===== src/rtl/ro_request_sequencer_pkg.sv =====
// Shared constants and FSM encoding for the readout request sequencer.
// Holds the L0ID/readout address width used by the readout logic, the default
// queue depth, strobe spacing, R3 run limit and done-timeout values, and the
// 2-bit sequencer state encoding.
package ro_request_sequencer_pkg;

    localparam int unsigned RO_ADDR_WIDTH_DEF = 8;
    localparam int unsigned FIFO_DEPTH_DEF    = 4;
    localparam int unsigned MIN_GAP_DEF       = 4;
    localparam int unsigned R3_MAX_RUN_DEF    = 3;
    localparam int unsigned DONE_TIMEOUT_DEF  = 255;

    // Shared STROBE-relative cycle counter, also used for the done timeout.
    localparam int unsigned CNT_WIDTH = 8;

    typedef enum logic [1:0] {
        ST_IDLE      = 2'd0,
        ST_STROBE    = 2'd1,
        ST_WAIT_DONE = 2'd2,
        ST_GAP       = 2'd3
    } ro_state_e;

endpackage


===== src/rtl/ro_req_fifo.sv =====
// Synchronous request queue holding L0IDs for one requester class.
// Ports:
//   clk, rst_n   clock and synchronous active-low reset
//   push, din    enqueue request (ignored when full)
//   pop          dequeue head (ignored when empty)
//   dout         current head entry
//   empty, full  registered occupancy flags
module ro_req_fifo #(
    parameter int unsigned WIDTH = 8,
    parameter int unsigned DEPTH = 4
) (
    input  logic             clk,
    input  logic             rst_n,
    input  logic             push,
    input  logic [WIDTH-1:0] din,
    input  logic             pop,
    output logic [WIDTH-1:0] dout,
    output logic             empty,
    output logic             full
);

    localparam int unsigned AW = $clog2(DEPTH);
    localparam int unsigned CW = AW + 1;

    logic [WIDTH-1:0] mem [DEPTH];
    logic [AW-1:0]    wr_ptr;
    logic [AW-1:0]    rd_ptr;
    logic [CW-1:0]    count;
    logic [CW-1:0]    count_d;
    logic             do_push;
    logic             do_pop;

    // Full/empty come from registered state, so a push while full is dropped
    // even if the same cycle pops.
    assign do_push = push && !full;
    assign do_pop  = pop && !empty;
    assign dout    = mem[rd_ptr];

    // Occupancy update
    always_comb begin
        count_d = count;
        case ({do_push, do_pop})
            2'b10:   count_d = count + CW'(1);
            2'b01:   count_d = count - CW'(1);
            default: count_d = count;
        endcase
    end

    // Pointers and flags
    always_ff @(posedge clk) begin
        if (!rst_n) begin
            wr_ptr <= '0;
            rd_ptr <= '0;
            count  <= '0;
            empty  <= 1'b1;
            full   <= 1'b0;
        end else begin
            if (do_push) wr_ptr <= wr_ptr + AW'(1);
            if (do_pop)  rd_ptr <= rd_ptr + AW'(1);
            count <= count_d;
            empty <= (count_d == '0);
            full  <= (count_d == CW'(DEPTH));
        end
    end

    // Storage (no reset needed; pointers define validity)
    always_ff @(posedge clk) begin
        if (do_push) mem[wr_ptr] <= din;
    end

endmodule


===== src/rtl/ro_request_sequencer.sv =====
// Arbitrates L1 and R3 readout requests of the L0 buffer and sequences one
// readout at a time: strobe, wait for completion (with timeout), then enforce a
// minimum strobe-to-strobe gap before the next grant.
// Ports:
//   CLK, SoftResetB      clock, synchronous active-low reset
//   L1Req/L1ID           L1 readout request and its L0ID
//   R3Req/R3ID           R3 readout request and its L0ID
//   RODone               readout datapath finished (only honoured in WAIT_DONE)
//   ClearFlags           clears sticky flags (a same-cycle set wins)
//   ROReadStrob          one-cycle readout start
//   ROAddr/ROIsR3        address and class of current/last readout
//   ROBusy               high from strobe until readout complete
//   L1Full/R3Full        queue full
//   L1Overflow/R3Overflow/DoneTimeout  sticky error flags
module ro_request_sequencer
    import ro_request_sequencer_pkg::*;
#(
    parameter int unsigned RO_ADDR_WIDTH = RO_ADDR_WIDTH_DEF,
    parameter int unsigned FIFO_DEPTH    = FIFO_DEPTH_DEF,
    parameter int unsigned MIN_GAP       = MIN_GAP_DEF,
    parameter int unsigned R3_MAX_RUN    = R3_MAX_RUN_DEF,
    parameter int unsigned DONE_TIMEOUT  = DONE_TIMEOUT_DEF
) (
    input  logic                     CLK,
    input  logic                     SoftResetB,
    input  logic                     L1Req,
    input  logic [RO_ADDR_WIDTH-1:0] L1ID,
    input  logic                     R3Req,
    input  logic [RO_ADDR_WIDTH-1:0] R3ID,
    input  logic                     RODone,
    input  logic                     ClearFlags,
    output logic                     ROReadStrob,
    output logic [RO_ADDR_WIDTH-1:0] ROAddr,
    output logic                     ROIsR3,
    output logic                     ROBusy,
    output logic                     L1Full,
    output logic                     R3Full,
    output logic                     L1Overflow,
    output logic                     R3Overflow,
    output logic                     DoneTimeout
);

    localparam int unsigned RUN_WIDTH = $clog2(R3_MAX_RUN + 1);

    ro_state_e                state;
    ro_state_e                state_d;
    logic [CNT_WIDTH-1:0]     cnt;
    logic [CNT_WIDTH-1:0]     cnt_d;
    logic [RUN_WIDTH-1:0]     r3_run;
    logic [RUN_WIDTH-1:0]     run_d;
    logic [RO_ADDR_WIDTH-1:0] addr_d;
    logic                     is_r3_d;
    logic                     grant_en;
    logic                     pick_r3;
    logic                     timeout_hit;

    logic                     l1_empty;
    logic                     l1_full;
    logic                     l1_pop;
    logic [RO_ADDR_WIDTH-1:0] l1_head;
    logic                     r3_empty;
    logic                     r3_full;
    logic                     r3_pop;
    logic [RO_ADDR_WIDTH-1:0] r3_head;

    ro_req_fifo #(
        .WIDTH (RO_ADDR_WIDTH),
        .DEPTH (FIFO_DEPTH)
    ) u_l1_fifo (
        .clk   (CLK),
        .rst_n (SoftResetB),
        .push  (L1Req),
        .din   (L1ID),
        .pop   (l1_pop),
        .dout  (l1_head),
        .empty (l1_empty),
        .full  (l1_full)
    );

    ro_req_fifo #(
        .WIDTH (RO_ADDR_WIDTH),
        .DEPTH (FIFO_DEPTH)
    ) u_r3_fifo (
        .clk   (CLK),
        .rst_n (SoftResetB),
        .push  (R3Req),
        .din   (R3ID),
        .pop   (r3_pop),
        .dout  (r3_head),
        .empty (r3_empty),
        .full  (r3_full)
    );

    // Queue flags are registered inside the FIFOs
    assign L1Full = l1_full;
    assign R3Full = r3_full;

    // Next-state, arbitration and pop control
    always_comb begin
        state_d     = state;
        cnt_d       = (cnt == '1) ? cnt : cnt + CNT_WIDTH'(1);
        run_d       = r3_run;
        addr_d      = ROAddr;
        is_r3_d     = ROIsR3;
        l1_pop      = 1'b0;
        r3_pop      = 1'b0;
        grant_en    = 1'b0;
        pick_r3     = 1'b0;
        timeout_hit = 1'b0;

        case (state)
            ST_IDLE: grant_en = 1'b1;
            ST_STROBE: state_d = ST_WAIT_DONE;
            ST_WAIT_DONE: begin
                if (RODone) begin
                    state_d = ST_GAP;
                end else if (cnt >= CNT_WIDTH'(DONE_TIMEOUT)) begin
                    timeout_hit = 1'b1;
                    state_d     = ST_GAP;
                end
            end
            ST_GAP: begin
                // Leaving GAP grants in the same cycle, so back-to-back
                // strobes land exactly MIN_GAP cycles apart.
                if (cnt >= CNT_WIDTH'(MIN_GAP - 1)) begin
                    state_d  = ST_IDLE;
                    grant_en = 1'b1;
                end
            end
        endcase

        if (grant_en && (!l1_empty || !r3_empty)) begin
            // R3 has priority unless it has used up its run while L1 waits
            pick_r3 = !r3_empty && !((r3_run == RUN_WIDTH'(R3_MAX_RUN)) && !l1_empty);
            state_d = ST_STROBE;
            cnt_d   = '0;
            if (pick_r3) begin
                r3_pop  = 1'b1;
                addr_d  = r3_head;
                is_r3_d = 1'b1;
                if (l1_empty) begin
                    run_d = '0;
                end else if (r3_run != RUN_WIDTH'(R3_MAX_RUN)) begin
                    run_d = r3_run + RUN_WIDTH'(1);
                end
            end else begin
                l1_pop  = 1'b1;
                addr_d  = l1_head;
                is_r3_d = 1'b0;
                run_d   = '0;
            end
        end
    end

    // State register and registered outputs
    always_ff @(posedge CLK) begin
        if (!SoftResetB) begin
            state       <= ST_IDLE;
            cnt         <= '0;
            r3_run      <= '0;
            ROReadStrob <= 1'b0;
            ROBusy      <= 1'b0;
            ROAddr      <= '0;
            ROIsR3      <= 1'b0;
            L1Overflow  <= 1'b0;
            R3Overflow  <= 1'b0;
            DoneTimeout <= 1'b0;
        end else begin
            state       <= state_d;
            cnt         <= cnt_d;
            r3_run      <= run_d;
            ROReadStrob <= (state_d == ST_STROBE);
            ROBusy      <= (state_d == ST_STROBE) || (state_d == ST_WAIT_DONE);
            ROAddr      <= addr_d;
            ROIsR3      <= is_r3_d;
            // Sticky flags: a set event overrides a same-cycle clear
            L1Overflow  <= (L1Req && l1_full) || (L1Overflow && !ClearFlags);
            R3Overflow  <= (R3Req && r3_full) || (R3Overflow && !ClearFlags);
            DoneTimeout <= timeout_hit || (DoneTimeout && !ClearFlags);
        end
    end

endmodule

===== config.mk =====
export PLATFORM = sky130hd
export DESIGN_NAME = ro_request_sequencer
export DESIGN_NICKNAME = d
export VERILOG_FILES = /design/src/rtl/ro_request_sequencer_pkg.sv /design/src/rtl/ro_req_fifo.sv /design/src/rtl/ro_request_sequencer.sv
export SDC_FILE = /design/constraint.sdc
export NUM_CORES = 1
export LEC_CHECK = 0
export ABC_AREA = 1
export ABC_CLOCK_PERIOD_IN_PS = 2400
export BUFFER_PORTS_ARGS = -buffer_cell sky130_fd_sc_hd__buf_4
export CAP_MARGIN = 20
export CORE_MARGIN = 3
export CORE_UTILIZATION = 54
export CTS_CLUSTER_DIAMETER = 40
export DETAILED_ROUTE_END_ITERATION = 12
export PLACE_DENSITY = 0.76
export RECOVER_POWER = 25
export SETUP_SLACK_MARGIN = 0.5
export SYNTH_ARGS = -nofsm -noshare
export SYNTH_HDL_FRONTEND = slang
export SYNTH_SLANG_ARGS = --single-unit

===== constraint.sdc =====
create_clock -name CLK -period 2.4 [get_ports CLK]
set_clock_uncertainty 0.05 [all_clocks]
set_input_delay 0.36 -clock CLK [delete_from_list [all_inputs] [get_ports CLK]]
set_output_delay 0.36 -clock CLK [all_outputs]
set_load 0.02 [all_outputs]

==> results by group <==
Placement
  • Count of placed standard cells including taps: 637
  • Final GP Congestion: 0.760
  • HPWL reported at the end of detailed placement: a little over 6000 um
  • Placed Area: 0.00531 mm^2
  • Port Buf Inserts: 37
  • Setup WS pre-CTS: 65.3 ps

Timing
  • Slew at the pin with the worst max-slew slack: 543 ps
  • Final Critical Period: about 2400 ps
  • Final Hold Fails: 0
  • Share of the clock period used by the worst path after layout: 101%
  • Setup repair after global routing missed its margin: yes
  • Slew margin rel.: 63.7%
  • Number of max-slew violations in the final report: 0
  • Setup violations, final: 1
  • Final setup slack of the worst path: -26.5 ps
  • Highest achievable clock rate: roughly 410 MHz
  • Worst hold slack after final layout: around 150 ps

Setup path
  • Worst setup SP type: flop
  • Count of cells along the worst register-to-register path: 14
  • Sort of element at the end of the critical path: flop
  • Critical-path maximum fanout: 3
  • Worst flop-to-flop path startpoint: cnt[1]
  • Reg2Reg Capture Point: u_l1_fifo.full
  • Critical Path RT: 2620 ps
  • Arrival time of data at the critical path endpoint: 2650 ps
  • Class of the most critical setup path: flop to flop
  • Reg-to-reg setup timing slack: -30 ps

Routing
  • Post-route ant nets: 0
  • Routed length per instance: 14.3 um
  • Wire length after detailed routing: 9740 um
  • Number of vias in the routed layout: 3487
  • Residual DRC: 0
  • Via count normalized by instance count: 5.13
  • DRC violation total after the first TritonRoute iteration: 144
  • Number of search-and-repair iterations in the first detailed-routing pass: 5

Logic synthesis
  • Post-Synth Simple-Gate Area: 15.3%
  • Mux contribution to synthesized area: 0%
  • Ys flop type: sky130_fd_sc_hd__edfxtp_1
  • Combinational family with the most area after synthesis: simple AND/OR/NAND/NOR gates
  • Net count after synthesis: ~530
  • Gate Count Post-Synth: 494
  • Proportion of synthesized chip area in sequential cells: approximately 60%
  • Synth Area in XOR/XNOR: 1.46%
  • Number of register bits inferred by synthesis: 112
  • Async set or reset register ratio after synthesis: 0%
  • Synthesized area divided by synthesized cell count: 9.72 um^2
  • Distinct cells, synth: 28
  • Mapped cell area: 0.00480 mm^2
  • Adder-Cell Fraction of Synth Area: 5.00%
  • Number of flops mapped to enable cells by yosys: 64
  • YS warnings: 0
  • Synthesized-area fraction occupied by ao, oa, aoi and oai cells: 10.3%

Floorplanning
  • Num rows: 33
  • Width of the chip: 100 um
  • Starting density of the core: 57.0%
  • Placeable core region: between 0.008 and 0.009 mm^2
  • Die footprint: slightly above 0.01 mm^2
  • Number of placed I/O pins: 38
  • Die height: 100 um

Global routing
  • Leftover overflow at the end of global routing: 0
  • Wire length of the first global-routing pass: 15400 um
  • Number of global-route vias before repair: 3398
  • Largest net degree at the start of global routing: 33
  • Global-route usage over all layers: 19.4%
  • Antenna violations before repair: 0

Min path
  • Class of the tightest hold or removal check: input port to flop
  • Launch instance of the worst min-delay path: L1ID[2]
  • Hold Path Sink: u_l1_fifo.mem[3][2]
  • Hold path depth: 1

Flow run
  • Max-cap violations: 0

Layout
  • Fillcell total: ~640
  • Number of antenna cells inserted: 0
  • # nets final: 610
  • Area growth from synthesis to layout: 21.1%
  • Final instance area: just under 0.006 mm^2
  • Fraction of the core area covered by cells at the end of the flow: 69.0%
  • Most frequent cells in the layout: 112 x sky130_fd_sc_hd__nand2_1, 68 x sky130_fd_sc_hd__inv_1, 64 x sky130_fd_sc_hd__edfxtp_1
  • Fraction of layout cells with a size suffix above 1: a little under a quarter
  • Post-layout instance count excluding filler cells: 680
  • Most common cell after layout, fill and taps aside: sky130_fd_sc_hd__nand2_1

Power and ir drop
  • P_int: 4160 uW
  • Total power divided by cell area: 1140 mW/mm^2
  • Portion of total power attributed to combinational logic: about 44%
  • Clk pwr share: 17.3%
  • Share of total power consumed by net switching: 37.1%
  • Sequential group share of total power: 39.1%
  • Net Switching: 2460 uW
  • Reported leakage power: 0.00239 uW
  • IR drop worst, VDD: around 0.00052 V

Clocking
  • Max Root-Sink Buffers: 2
  • Post-cts hold buffer count: 0
  • CTS tree: done
  • Number of clock sinks: 112
  • Number of clock buffers inserted by TritonCTS: 9
  • Root buffer cell: sky130_fd_sc_hd__clkbuf_8
  • Worst-Skew Late Latency: 370 ps
  • Count of H-tree levels built during CTS: 3
  • Clock transition at the registers of the reported paths: 110 ps

Status
  • Violated checks: setup timing
  • Run status: complete, but fails checks
[repair_timing]
action                                  in CTS  in global routing
endpoints found under the setup margin       9                 21
buffers inserted                            20                  6
cloned                                       0                  1
hold endpoints to repair                     0                  0
resized for setup                           13                 18
pin swaps                                   17                 18
[area by class of cell]
| cell class | count | area [um^2] | area share (%) |
|---|---|---|---|
| well taps | 105 | 131 | 2.26 |
| inverters | 81 | 312 | 5.36 |
| multi-input cells | 286 | 1690 | 29.0 |
| repair buffers | 80 | 589 | 10.1 |
| flip-flops and latches | 112 | 2890 | 49.7 |
| clock inverters | 6 | 76.3 | 1.31 |
| clock buffers | 10 | 128 | 2.19 |
[worst max-delay path by stage]
stage,startpoint,endpoint,slack [ps],cells past startpoint
floorplan,state[0],u_l1_fifo.full,200,14
global placement,cnt[0],u_r3_fifo.full,160,15
detailed placement,cnt[0],u_r3_fifo.full,70,15
CTS,state[1],u_l1_fifo.full,160,12
global route,cnt[1],u_l1_fifo.full,-90,14
finish,cnt[1],u_l1_fifo.full,-30,14
[cell families after synthesis]
| group | count (synthesis) |
|---|---|
| AND/OR/NAND/NOR | 178 |
| flip-flops | 112 |
| buffers and inverters | 96 |
| AO/OA/AOI/OAI | 82 |
| adder cells (fa/ha/maj) | 18 |
| XOR/XNOR | 8 |
[sequential cells by signal, summed over array words and instances, names as in the netlist, 2 cells and up, named ones only]
register and flops:
u_l1_fifo.rd_ptr 2, r3_run 2, u_r3_fifo.wr_ptr 2, u_l1_fifo.count 3, cnt 8, u_r3_fifo.rd_ptr 2, u_r3_fifo.count 3, ROAddr 8
u_l1_fifo.mem 32, u_r3_fifo.mem 32, u_l1_fifo.wr_ptr 2, state 2
[Yosys cell counts, types with 3 or more instances]
| cell type | count | share of area [%] |
|---|---|---|
| sky130_fd_sc_hd__a21oi_2 | 5 | 0.91 |
| sky130_fd_sc_hd__nor3_1 | 4 | 0.42 |
| sky130_fd_sc_hd__inv_1 | 75 | 5.9 |
| sky130_fd_sc_hd__a21oi_1 | 34 | 3.5 |
| sky130_fd_sc_hd__o21ai_0 | 18 | 1.9 |
| sky130_fd_sc_hd__nand2_1 | 113 | 8.8 |
| sky130_fd_sc_hd__nor2_1 | 38 | 3.0 |
| sky130_fd_sc_hd__inv_2 | 3 | 0.23 |
| sky130_fd_sc_hd__nand4_1 | 4 | 0.52 |
| sky130_fd_sc_hd__clkinv_1 | 3 | 0.23 |
| sky130_fd_sc_hd__dfxtp_1 | 48 | 20 |
| sky130_fd_sc_hd__xor2_1 | 7 | 1.3 |
| sky130_fd_sc_hd__clkbuf_1 | 4 | 0.31 |
| sky130_fd_sc_hd__buf_2 | 9 | 0.94 |
| sky130_fd_sc_hd__edfxtp_1 | 64 | 40 |
| sky130_fd_sc_hd__o211ai_1 | 24 | 3.8 |
| sky130_fd_sc_hd__ha_1 | 16 | 4.2 |
| sky130_fd_sc_hd__nand3_1 | 11 | 1.1 |
[stage by stage]
step                power, uW  TNS (ps)
floorplan                4110         0
global placement         4610         0
detailed placement       4700         0
CTS                      6180         0
global route             7020     -91.8
finish                   6620     -26.5
[worst max-delay path: stages, from the launching register on]
cell	delay, ps
sky130_fd_sc_hd__dfxtp_4	380
sky130_fd_sc_hd__ha_4	150
sky130_fd_sc_hd__inv_2	40
sky130_fd_sc_hd__nand2_2	80
sky130_fd_sc_hd__o21ai_2	70
sky130_fd_sc_hd__nand2_2	110
sky130_fd_sc_hd__nand3_2	110
sky130_fd_sc_hd__inv_2	80
sky130_fd_sc_hd__ha_4	120
sky130_fd_sc_hd__inv_2	40
sky130_fd_sc_hd__fa_2	540
sky130_fd_sc_hd__nor2_2	40
sky130_fd_sc_hd__a21oi_2	140
sky130_fd_sc_hd__nand2_1	120
sky130_fd_sc_hd__nor3_1	250
[power by group through the flow]
stage	logic, uW	clock network [uW]	registers [uW]
3_3_place_gp	2010	0	2600
3_5_place_dp	2080	0	2620
6_report	2890	1140	2590
5_1_grt	3150	1250	2620
2_1_floorplan	1430	0	2680
4_1_cts	2450	1160	2580
[layer usage]
metal	track usage (%)	share of wire (%)	vias to the layer above
li1	-	-	1757
met1	24.4	43	1647
met2	33.8	52	61
met3	2.71	2.6	22
met4	7.77	2.4	0
met5	0	0	-
Power figures use the tool's default switching activity.
